$ cat config.mk
export PLATFORM = sky130hd
export DESIGN_NAME = pulse_length_to_angle
export DESIGN_NICKNAME = d
export VERILOG_FILES = /design/src/rtl/servo_pkg.sv /design/src/rtl/pwm_sync.sv /design/src/rtl/pulse_length_to_angle.sv
export SDC_FILE = /design/constraint.sdc
export NUM_CORES = 1
export LEC_CHECK = 0
export BUFFER_PORTS_ARGS = -buffer_cell sky130_fd_sc_hd__buf_2
export CAP_MARGIN = 20
export CELL_PAD_IN_SITES_DETAIL_PLACEMENT = 1
export CELL_PAD_IN_SITES_GLOBAL_PLACEMENT = 1
export CORE_UTILIZATION = 48
export DETAILED_ROUTE_END_ITERATION = 8
export PLACE_DENSITY = 0.92
export SYNTH_ARGS = -nofsm -noshare
export SYNTH_HDL_FRONTEND = slang
export SYNTH_SLANG_ARGS = --single-unit
export TNS_END_PERCENT = 5
$ cat constraint.sdc
create_clock -name clk -period 4.1 [get_ports clk]
set_clock_uncertainty 0.1 [all_clocks]
set_input_delay 0.82 -clock clk [delete_from_list [all_inputs] [get_ports clk]]
set_output_delay 0.82 -clock clk [all_outputs]
set_load 0.05 [all_outputs]
$ cat src/rtl/servo_pkg.sv
// Shared servo decode constants, FSM state type and cycle-scaling helper.
// Nominal values assume a 100 MHz clock (100000 cycles per millisecond).
package servo_pkg;

  localparam int unsigned CLK_PER_MS_NOM = 100000;
  localparam int unsigned MIN_PULSE      = 60000;
  localparam int unsigned MAX_PULSE      = 210000;
  localparam int unsigned MAX_ANGLE      = 180;
  localparam int unsigned CONV_RATE      = (MAX_PULSE - MIN_PULSE) / MAX_ANGLE;
  localparam int unsigned PULSE_BITS     = 18;
  localparam int unsigned WIDTH_SAT      = (1 << PULSE_BITS) - 1;

  typedef enum logic [1:0] {
    IDLE,
    MEASURE,
    CONVERT,
    WAIT_LOW
  } state_e;

  // Rescales a nominal cycle count to another clock; elaboration-time only.
  function automatic int unsigned scale_cycles(input int unsigned nominal,
                                               input int unsigned clk_per_ms);
    return nominal / (CLK_PER_MS_NOM / clk_per_ms);
  endfunction

endpackage

$ cat src/rtl/pwm_sync.sv
// Two-flop synchronizer for the asynchronous pulse input plus rising-edge detect.
module pwm_sync (
  input  logic i_clk,
  input  logic i_rst_n,
  input  logic i_pwm,
  output logic o_level,
  output logic o_rise
);

  logic       r_meta;
  logic       r_sync;
  logic       r_prev;
  logic       r_armed;
  logic [1:0] r_fill;

  // Edges count only after a genuine low has passed through, so a pulse
  // already high when reset releases is never mistaken for a new one.
  always_ff @(posedge i_clk) begin
    if (!i_rst_n) begin
      r_meta  <= 1'b0;
      r_sync  <= 1'b0;
      r_prev  <= 1'b0;
      r_fill  <= 2'b00;
      r_armed <= 1'b0;
    end else begin
      r_meta <= i_pwm;
      r_sync <= r_meta;
      r_prev <= r_sync;
      r_fill <= {r_fill[0], 1'b1};
      if (r_fill[1] && !r_sync) begin
        r_armed <= 1'b1;
      end
    end
  end

  assign o_level = r_sync;
  assign o_rise  = r_sync & ~r_prev & r_armed;

endmodule

$ cat src/rtl/pulse_length_to_angle.sv
// Measures servo pulse high time and converts it to 0..180 degrees by repeated
// subtraction, with range, timeout and no-signal reporting.
module pulse_length_to_angle
  import servo_pkg::*;
#(
  parameter int unsigned CLK_PER_MS = CLK_PER_MS_NOM,
  parameter int unsigned LOST_BITS  = 22,
  parameter int unsigned WIDTH_BITS = PULSE_BITS
) (
  input  logic        clk,
  input  logic        rst_n,
  input  logic        pwm_in,
  output logic [15:0] angle,
  output logic        angle_valid,
  output logic        range_err,
  output logic        timeout_err,
  output logic        signal_lost
);

  localparam int unsigned MIN_W  = scale_cycles(MIN_PULSE, CLK_PER_MS);
  localparam int unsigned MAX_W  = scale_cycles(MAX_PULSE, CLK_PER_MS);
  localparam int unsigned RATE_W = (MAX_W - MIN_W) / MAX_ANGLE;

  localparam logic [WIDTH_BITS-1:0] MIN_V  = WIDTH_BITS'(MIN_W);
  localparam logic [WIDTH_BITS-1:0] MAX_V  = WIDTH_BITS'(MAX_W);
  localparam logic [WIDTH_BITS-1:0] RATE_V = WIDTH_BITS'(RATE_W);
  localparam logic [WIDTH_BITS-1:0] SAT_V  = '1;
  localparam logic [WIDTH_BITS-1:0] ONE_V  = WIDTH_BITS'(1);
  localparam logic [7:0]            ANG_V  = 8'(MAX_ANGLE);

  logic                  w_level;
  logic                  w_rise;
  state_e                r_state;
  logic [WIDTH_BITS-1:0] r_width;
  logic [WIDTH_BITS-1:0] r_rem;
  logic [7:0]            r_q;
  logic [7:0]            r_angle;
  logic                  r_oor;
  logic                  r_valid;
  logic                  r_range_err;
  logic                  r_timeout;
  logic [LOST_BITS-1:0]  r_wd;

  pwm_sync u_sync (
    .i_clk   (clk),
    .i_rst_n (rst_n),
    .i_pwm   (pwm_in),
    .o_level (w_level),
    .o_rise  (w_rise)
  );

  always_ff @(posedge clk) begin
    if (!rst_n) begin
      r_wd <= '0;
    end else if (w_rise) begin
      r_wd <= '0;
    end else if (!(&r_wd)) begin
      r_wd <= r_wd + 1'b1;
    end
  end

  // Out-of-range widths preload the clamped quotient with a zero remainder so
  // the conversion loop exits at once and both paths share one output step.
  always_ff @(posedge clk) begin
    if (!rst_n) begin
      r_state     <= IDLE;
      r_width     <= '0;
      r_rem       <= '0;
      r_q         <= '0;
      r_oor       <= 1'b0;
      r_angle     <= '0;
      r_valid     <= 1'b0;
      r_range_err <= 1'b0;
      r_timeout   <= 1'b0;
    end else begin
      r_valid   <= 1'b0;
      r_timeout <= 1'b0;
      case (r_state)
        IDLE: begin
          if (w_rise) begin
            r_width <= ONE_V;
            r_state <= MEASURE;
          end
        end
        MEASURE: begin
          if (w_level) begin
            if (r_width == SAT_V) begin
              r_timeout <= 1'b1;
              r_state   <= WAIT_LOW;
            end else begin
              r_width <= r_width + ONE_V;
            end
          end else begin
            r_state <= CONVERT;
            if (r_width < MIN_V) begin
              r_q   <= '0;
              r_rem <= '0;
              r_oor <= 1'b1;
            end else if (r_width > MAX_V) begin
              r_q   <= ANG_V;
              r_rem <= '0;
              r_oor <= 1'b1;
            end else begin
              r_q   <= '0;
              r_rem <= r_width - MIN_V;
              r_oor <= 1'b0;
            end
          end
        end
        CONVERT: begin
          if (r_rem >= RATE_V && r_q < ANG_V) begin
            r_rem <= r_rem - RATE_V;
            r_q   <= r_q + 8'd1;
          end else begin
            r_angle     <= r_q;
            r_range_err <= r_oor;
            r_valid     <= 1'b1;
            r_state     <= IDLE;
          end
        end
        WAIT_LOW: begin
          if (!w_level) begin
            r_state <= IDLE;
          end
        end
        default: r_state <= IDLE;
      endcase
    end
  end

  assign angle       = {8'd0, r_angle};
  assign angle_valid = r_valid;
  assign range_err   = r_range_err;
  assign timeout_err = r_timeout;
  assign signal_lost = &r_wd;

endmodule

==> summary.md, run 1 <==
| Metric | Value |
|---|---|
| Fraction of layout cells with a size suffix above 1 | `8.48%` |
| Post-CTS sizing | `0` |
| Die Area | `9810 sq um` |
| Routed length per instance | `17.8 um` |
| CP required | `3.18 ns` |
| H-tree depth | `3` |
| Relative slew slack | `35.9%` |
| Layout Cells excl Fill | `665` |
| Top cells by area, synth | `dfxtp_1, nor2_1, xor2_1, o21ai_0, a21oi_1` |
| Total GRT Usage | `25.7%` |
| CP Max Fanout | `10` |
| Drt pass-1 iters | `5` |
| Most frequent cells in the layout | `dfxtp_1, nor2_1, o21ai_0, a21oi_1` |
| Global route overflow | `0` |
| Syn Inst Count | `550` |
| HP Class | `reg2reg` |
| Largest net degree at the start of global routing | `29` |
| CTS Root Cell | `clkbuf_8` |
| Ports | `23` |
| PortBufs | `14` |
| Deepest clock path buffer count | `2` |
| VDD IR max | `0.152 mV` |
| MaxCap Viol Count | `0` |
| Synthesized flop and latch total | `86` |
| Initial DRC count | `186` |
| Gpl congestion | `0.868` |
| Nets | `559` |
| DR vias/cell | `6.11` |
| DPL Wire Length | `8.27 mm` |
| Reg2Reg Depth | `8` |
| CTS Buf Count | `9` |
| Fill count | `1123` |
| Num rows | `35` |
| RSZ-0062 raised after global routing | `no` |
| Initial antenna violation count | `0` |
| WHS Path Cells | `1` |
| CTS tree | `built` |
| DP Area | `4580 sq um` |
| Top FF cell, synth | `dfxtp_1` |
| Vias in the first global route | `4212` |
| Commonest non-fill, non-tap cell in the layout | `dfxtp_1` |
| CTS sink cnt | `86` |
| CP arrival | `2.15 ns` |
| Setup TNS | `0 ns` |
| Fmax | `326 MHz` |
| Placed Cells | `647` |
| Remaining DRCs | `0` |
| Sink of the worst hold path | `u_sync.o_level$_SDFF_PN0_` |
| Antenna Nets Post-Route | `0` |
| Core Region | `9200 sq um` |
| Tmin final | `3.07 ns` |
| Fin area | `4810 sq um` |
| Period utilization | `74.9%` |
| Post-synth cell types | `63` |
| Post-CTS setup buffers | `0` |
| Cell area after synthesis | `4520 sq um` |
| Synthesis-to-layout area growth | `6.39%` |
| Register area share after synthesis | `38.1%` |
| Hold Buf Count CTS | `0` |
| EDFF count, synth | `0` |
| Final Setup Violations | `0` |
| Clk slew on worst S/H paths | `0.08 ns` |
| Worst r2r dst | `r_rem[9]$_SDFFE_PN0P_` |
| Worst slew pin tran | `0.956 ns` |
| Register area | `1720 sq um` |
| Top-area cell type share of the netlist area | `38.1%` |
| Yosys top cell by area | `dfxtp_1` |
| PwrDens | `322 nW/um^2` |
| HP Start | `u_sync.r_meta$_SDFF_PN0_` |
| Die height | `99.0 um` |
| Area of the multi-input gates | `2570 sq um` |
| First-pass GRT wire length | `20.0 mm` |
| Leakage power total | `0.00187 uW` |
| Status | `finished, final reports clean` |
| Antenna Cells | `0` |
| Initial Util | `49.2%` |
| Syn Area/Cell | `8.22 sq um` |
| R2R Setup Slk | `1.31 ns` |
| WS Path Type | `reg2out` |
| Clock Latency Late Sink | `0.37 ns` |
| Drt total wl | `11.8 mm` |
| Yosys warns | `0` |
| CP Capture Type | `output port` |
| Post-synth ARST share | `0%` |
| Routed vias | `4066` |
| Critical R2R Launch | `r_rem[1]$_SDFFE_PN0P_` |
| Crit path launch type | `flop` |
| Final Slew Violations | `0` |
| Final hold vios | `0` |
| Die Width | `99.0 um` |
[kinds of logic after synthesis]
kind of cell	share of synthesized area [%]
other	0.0830
multiplexers	2.21
XOR/XNOR	8.91
adder cells (fa/ha/maj)	1.94
AND/OR/NAND/NOR	26.3
buffers and inverters	5.73
flip-flops	38.1
AO/OA/AOI/OAI	16.8
[layout make-up]
| class | instances | area share (%) |
|---|---|---|
| timing repair buffer | 19 | 2.24 |
| inverter | 16 | 1.25 |
| multi-input combinational | 417 | 53.4 |
| clock inverter | 4 | 1.46 |
| sequential | 86 | 35.8 |
| clock buffer | 12 | 3.02 |
| tap | 111 | 2.89 |
[through the flow]
step / power, uW / worst slack, ns / hold WS, ns / util, %
floorplan: 908 / 1.31 / 0.312 / -
global placement: 908 / 1.44 / 0.319 / 49.8
detailed placement: 910 / 1.32 / 0.326 / 49.8
CTS: 1570 / 0.988 / 0.353 / 52.1
global route: 1610 / 0.847 / 0.380 / 52.3
finish: 1550 / 1.03 / 0.346 / 52.3
[how the worst max path moves through the flow]
stage,slack (ns),cells after the start,start,end
CTS,0.99,5,r_wd[13]$_SDFFE_PP0N_,signal_lost
global placement,1.44,8,r_rem[0]$_SDFFE_PN0P_,r_rem[9]$_SDFFE_PN0P_
floorplan,1.31,4,r_wd[0]$_SDFFE_PP0N_,signal_lost
finish,1.03,5,r_wd[13]$_SDFFE_PP0N_,signal_lost
global route,0.85,5,r_wd[13]$_SDFFE_PP0N_,signal_lost
detailed placement,1.32,8,r_rem[1]$_SDFFE_PN0P_,r_rem[9]$_SDFFE_PN0P_
[per-layer routing]
metal	GRT usage [%]	routed length, um
met3	6.38	433
met2	44.6	5910
met5	0	0
met1	30.8	5300
met4	9.30	199
[critical path, stage by stage, from the launching register on]
cell	delay [ns]
dfxtp_1	0.41
and4_1	0.28
and3_1	0.25
nand4_1	0.36
nor2_1	0.20
buf_2	0.28
[report_power, final]
part | internal [uW] | switching (uW) | total (uW)
sequential | 840 | 4.12 | 844
clock | 358 | 299 | 657
combinational | 7.88 | 38.9 | 46.8
[flip-flops by register name, indices dropped and copies added, names as in the netlist]
| name | flops |
|---|---|
| r_wd | 22 |
| r_rem | 18 |
| r_width | 18 |
| r_angle | 8 |
| r_q | 8 |
| r_state | 2 |
| u_sync.r_fill | 2 |
| angle_valid | 1 |
| r_oor | 1 |
| range_err | 1 |
| timeout_err | 1 |
| u_sync.o_level | 1 |
| u_sync.r_armed | 1 |
| u_sync.r_meta | 1 |
| u_sync.r_prev | 1 |
[cells in the mapped netlist (all sizes together) (3+ instances only)]
library cell,number
nor3,15
a22oi,4
xor2,30
nor4,13
inv,16
mux2i,10
and3,12
and2,8
dfxtp,86
buf,19
or3,5
nor2,80
a31oi,5
ha,7
o211ai,7
nand4,17
nand2,30
clkbuf,19
a221oi,6
o31ai,3
nand3,23
o21ai,34
a21oi,33
nor3b,8
a211oi,7
xnor2,16
and4,4
Power figures use the tool's default switching activity.
==> run 2: changes to the inputs <==
Settings changed: CORE_UTILIZATION 48 to 46, PLACE_DENSITY 0.92 to 0.89.
Clock period 4.1 ns to 2.92 ns, I/O delays scaled along.
==> run 2 against run 1 <==
- flip-flop and latch count unchanged
- total power increased by 45%
- worst hold slack worse by 0.027 ns
- final area increased by 2.0%
- setup slack lost 0.88 ns
- sequential power up 41%
- die area grew 4.3%
- global-route usage fell by 1.2 points
- clock-buffer cell count decreased by 2
- critical path depth is the same
- via count is 0.30% lower
- critical path type unchanged
- largest cell class unchanged
- largest power group unchanged
- highest routed layer unchanged
==> summary.md, run 2 (synthesis gave the netlist of run 1 again) <==
| Metric | Value |
|---|---|
| Largest net degree at the start of global routing | `29` |
| PwrDens | `456 nW/um^2` |
| Clk slew on worst S/H paths | `0.09 ns` |
| Status | `finished, final reports clean` |
| Nets | `567` |
| Antenna Cells | `0` |
| Post-CTS sizing | `0` |
| HP Class | `in2reg` |
| Remaining DRCs | `0` |
| CP Max Fanout | `6` |
| Drt total wl | `11.8 mm` |
| Ports | `23` |
| Crit-path cells | `and4_1, nand4_1, or4_1, nor2_1, buf_2` |
| Critical R2R Launch | `r_width[14]$_SDFFE_PN0P_` |
| Critical path's largest stage delay | `0.46 ns` |
| WS Path Type | `reg2out` |
| Crit path launch type | `flop` |
| WP depth | `5` |
| Top Registers | `r_wd x22, r_rem x18, r_width x18` |
| Biggest register | `r_wd` |
| Initial DRC count | `163` |
| Worst slew pin tran | `1.02 ns` |
| VDD IR max | `0.247 mV` |
| CP Capture Type | `output port` |
| Post-CTS setup buffers | `0` |
| Tmin final | `2.77 ns` |
| Worst setup path endpoint | `signal_lost` |
| CTS tree | `built` |
| CTS Root Cell | `clkbuf_8` |
| CTS sink cnt | `86` |
| Fill count | `1172` |
| Core Region | `9370 sq um` |
| Final Setup Violations | `0` |
| Layout Cells excl Fill | `691` |
| Num rows | `35` |
| H-tree depth | `3` |
| Initial antenna violation count | `0` |
| Routed length per instance | `17.1 um` |
| Total GRT Usage | `24.5%` |
| Period utilization | `94.9%` |
| Die Width | `101 um` |
| Fmax | `361 MHz` |
| Hold Worst Slack | `0.319 ns` |
| CP arrival | `2.09 ns` |
| Crit path buf inv count | `1` |
| Max reg flops | `22` |
| Initial Util | `48.2%` |
| Leakage power total | `0.00191 uW` |
| Vias in the first global route | `4113` |
| Setup TNS | `0 ns` |
| Routed vias | `4054` |
| Clock Latency Late Sink | `0.36 ns` |
| Deepest clock path buffer count | `2` |
| Commonest non-fill, non-tap cell in the layout | `dfxtp_1` |
| R2R Setup Slk | `0.29 ns` |
| Crit path max-delay family | `simple AND/OR/NAND/NOR gates` |
| Hold Buf Count CTS | `0` |
| CP required | `2.24 ns` |
| Final setup margin | `0.150 ns` |
| Worst r2r dst | `r_rem[9]$_SDFFE_PN0P_` |
| Relative slew slack | `31.4%` |
| RSZ-0062 raised after global routing | `no` |
| Most frequent cells in the layout | `dfxtp_1, nor2_1, o21ai_0, a21oi_1` |
| Final Slew Violations | `0` |
| Final hold vios | `0` |
| Pre-CTS setup slack | `0.355 ns` |
| CTS Buf Count | `9` |
| Synthesis-to-layout area growth | `8.55%` |
| Drt pass-1 iters | `4` |
| Antenna Nets Post-Route | `0` |
| Gpl congestion | `0.862` |
| CP Launch Point | `r_wd[3]$_SDFFE_PP0N_` |
| Placed Cells | `674` |
| Die height | `101 um` |
| First-pass GRT wire length | `19.7 mm` |
| Worst-path cell with the longest stage delay | `or4_1` |
| DPL Wire Length | `8.22 mm` |
| Die Area | `10200 sq um` |
| MaxCap Viol Count | `0` |
| Global route overflow | `0` |
| Fraction of layout cells with a size suffix above 1 | `10.1%` |
| Reg2Reg Depth | `6` |
| DR vias/cell | `5.87` |
| PortBufs | `14` |
-- run 2: cell count changes in the layout (fill, tap and decap cells not counted) --
cell / before / now
inv_6: 0 / 1
inv_8: 0 / 1
clkinv_2: 2 / 1
buf_4: 5 / 13
clkinvlp_4: 0 / 1
clkbuf_1: 2 / 0
-- run 2: through the flow --
stage | utilization (%) | instance area [sq um] | total power (uW)
after floorplan | - | 4550 | 1270
after global placement | 49.8 | 4670 | 1270
after detailed placement | 49.8 | 4670 | 1280
after CTS | 52.3 | 4900 | 2240
after global routing | 52.4 | 4910 | 2310
final | 52.4 | 4910 | 2240
-- run 2: worst min-delay path by stage --
stage | from | to | slack (ns) | depth (start not counted)
6_report | pwm_in | u_sync.r_meta$_SDFF_PN0_ | 0.32 | 2
5_1_grt | pwm_in | u_sync.r_meta$_SDFF_PN0_ | 0.32 | 2
4_1_cts | pwm_in | u_sync.r_meta$_SDFF_PN0_ | 0.31 | 2
3_5_place_dp | u_sync.r_meta$_SDFF_PN0_ | u_sync.o_level$_SDFF_PN0_ | 0.33 | 1
3_3_place_gp | u_sync.r_fill[0]$_DFF_P_ | u_sync.r_fill[1]$_SDFF_PN0_ | 0.32 | 1
2_1_floorplan | u_sync.r_meta$_SDFF_PN0_ | u_sync.o_level$_SDFF_PN0_ | 0.31 | 1
-- run 2: layout make-up --
cell class              count  area (sq um)  area share (%)
clock inverters             6          92.6            1.89
clock buffers              10           138            2.80
inverters                  16          60.1            1.22
flip-flops and latches     86          1720            35.1
well taps                 129           161            3.29
multi-input cells         417          2570            52.3
repair buffers             27           168            3.42
-- run 2: report_power, final --
group | switching (uW) | internal, uW | total, uW
clock | 473 | 513 | 986
combinational | 54.9 | 11.3 | 66.2
sequential | 5.82 | 1180 | 1190
-- run 2: metal layers --
layer	global-route usage [%]	share of wire, %	vias up
li1	-	-	1965
met1	30.0	45	1997
met2	43.2	50	73
met3	4.76	3.6	19
met4	7.92	1.7	0
met5	0	0	-
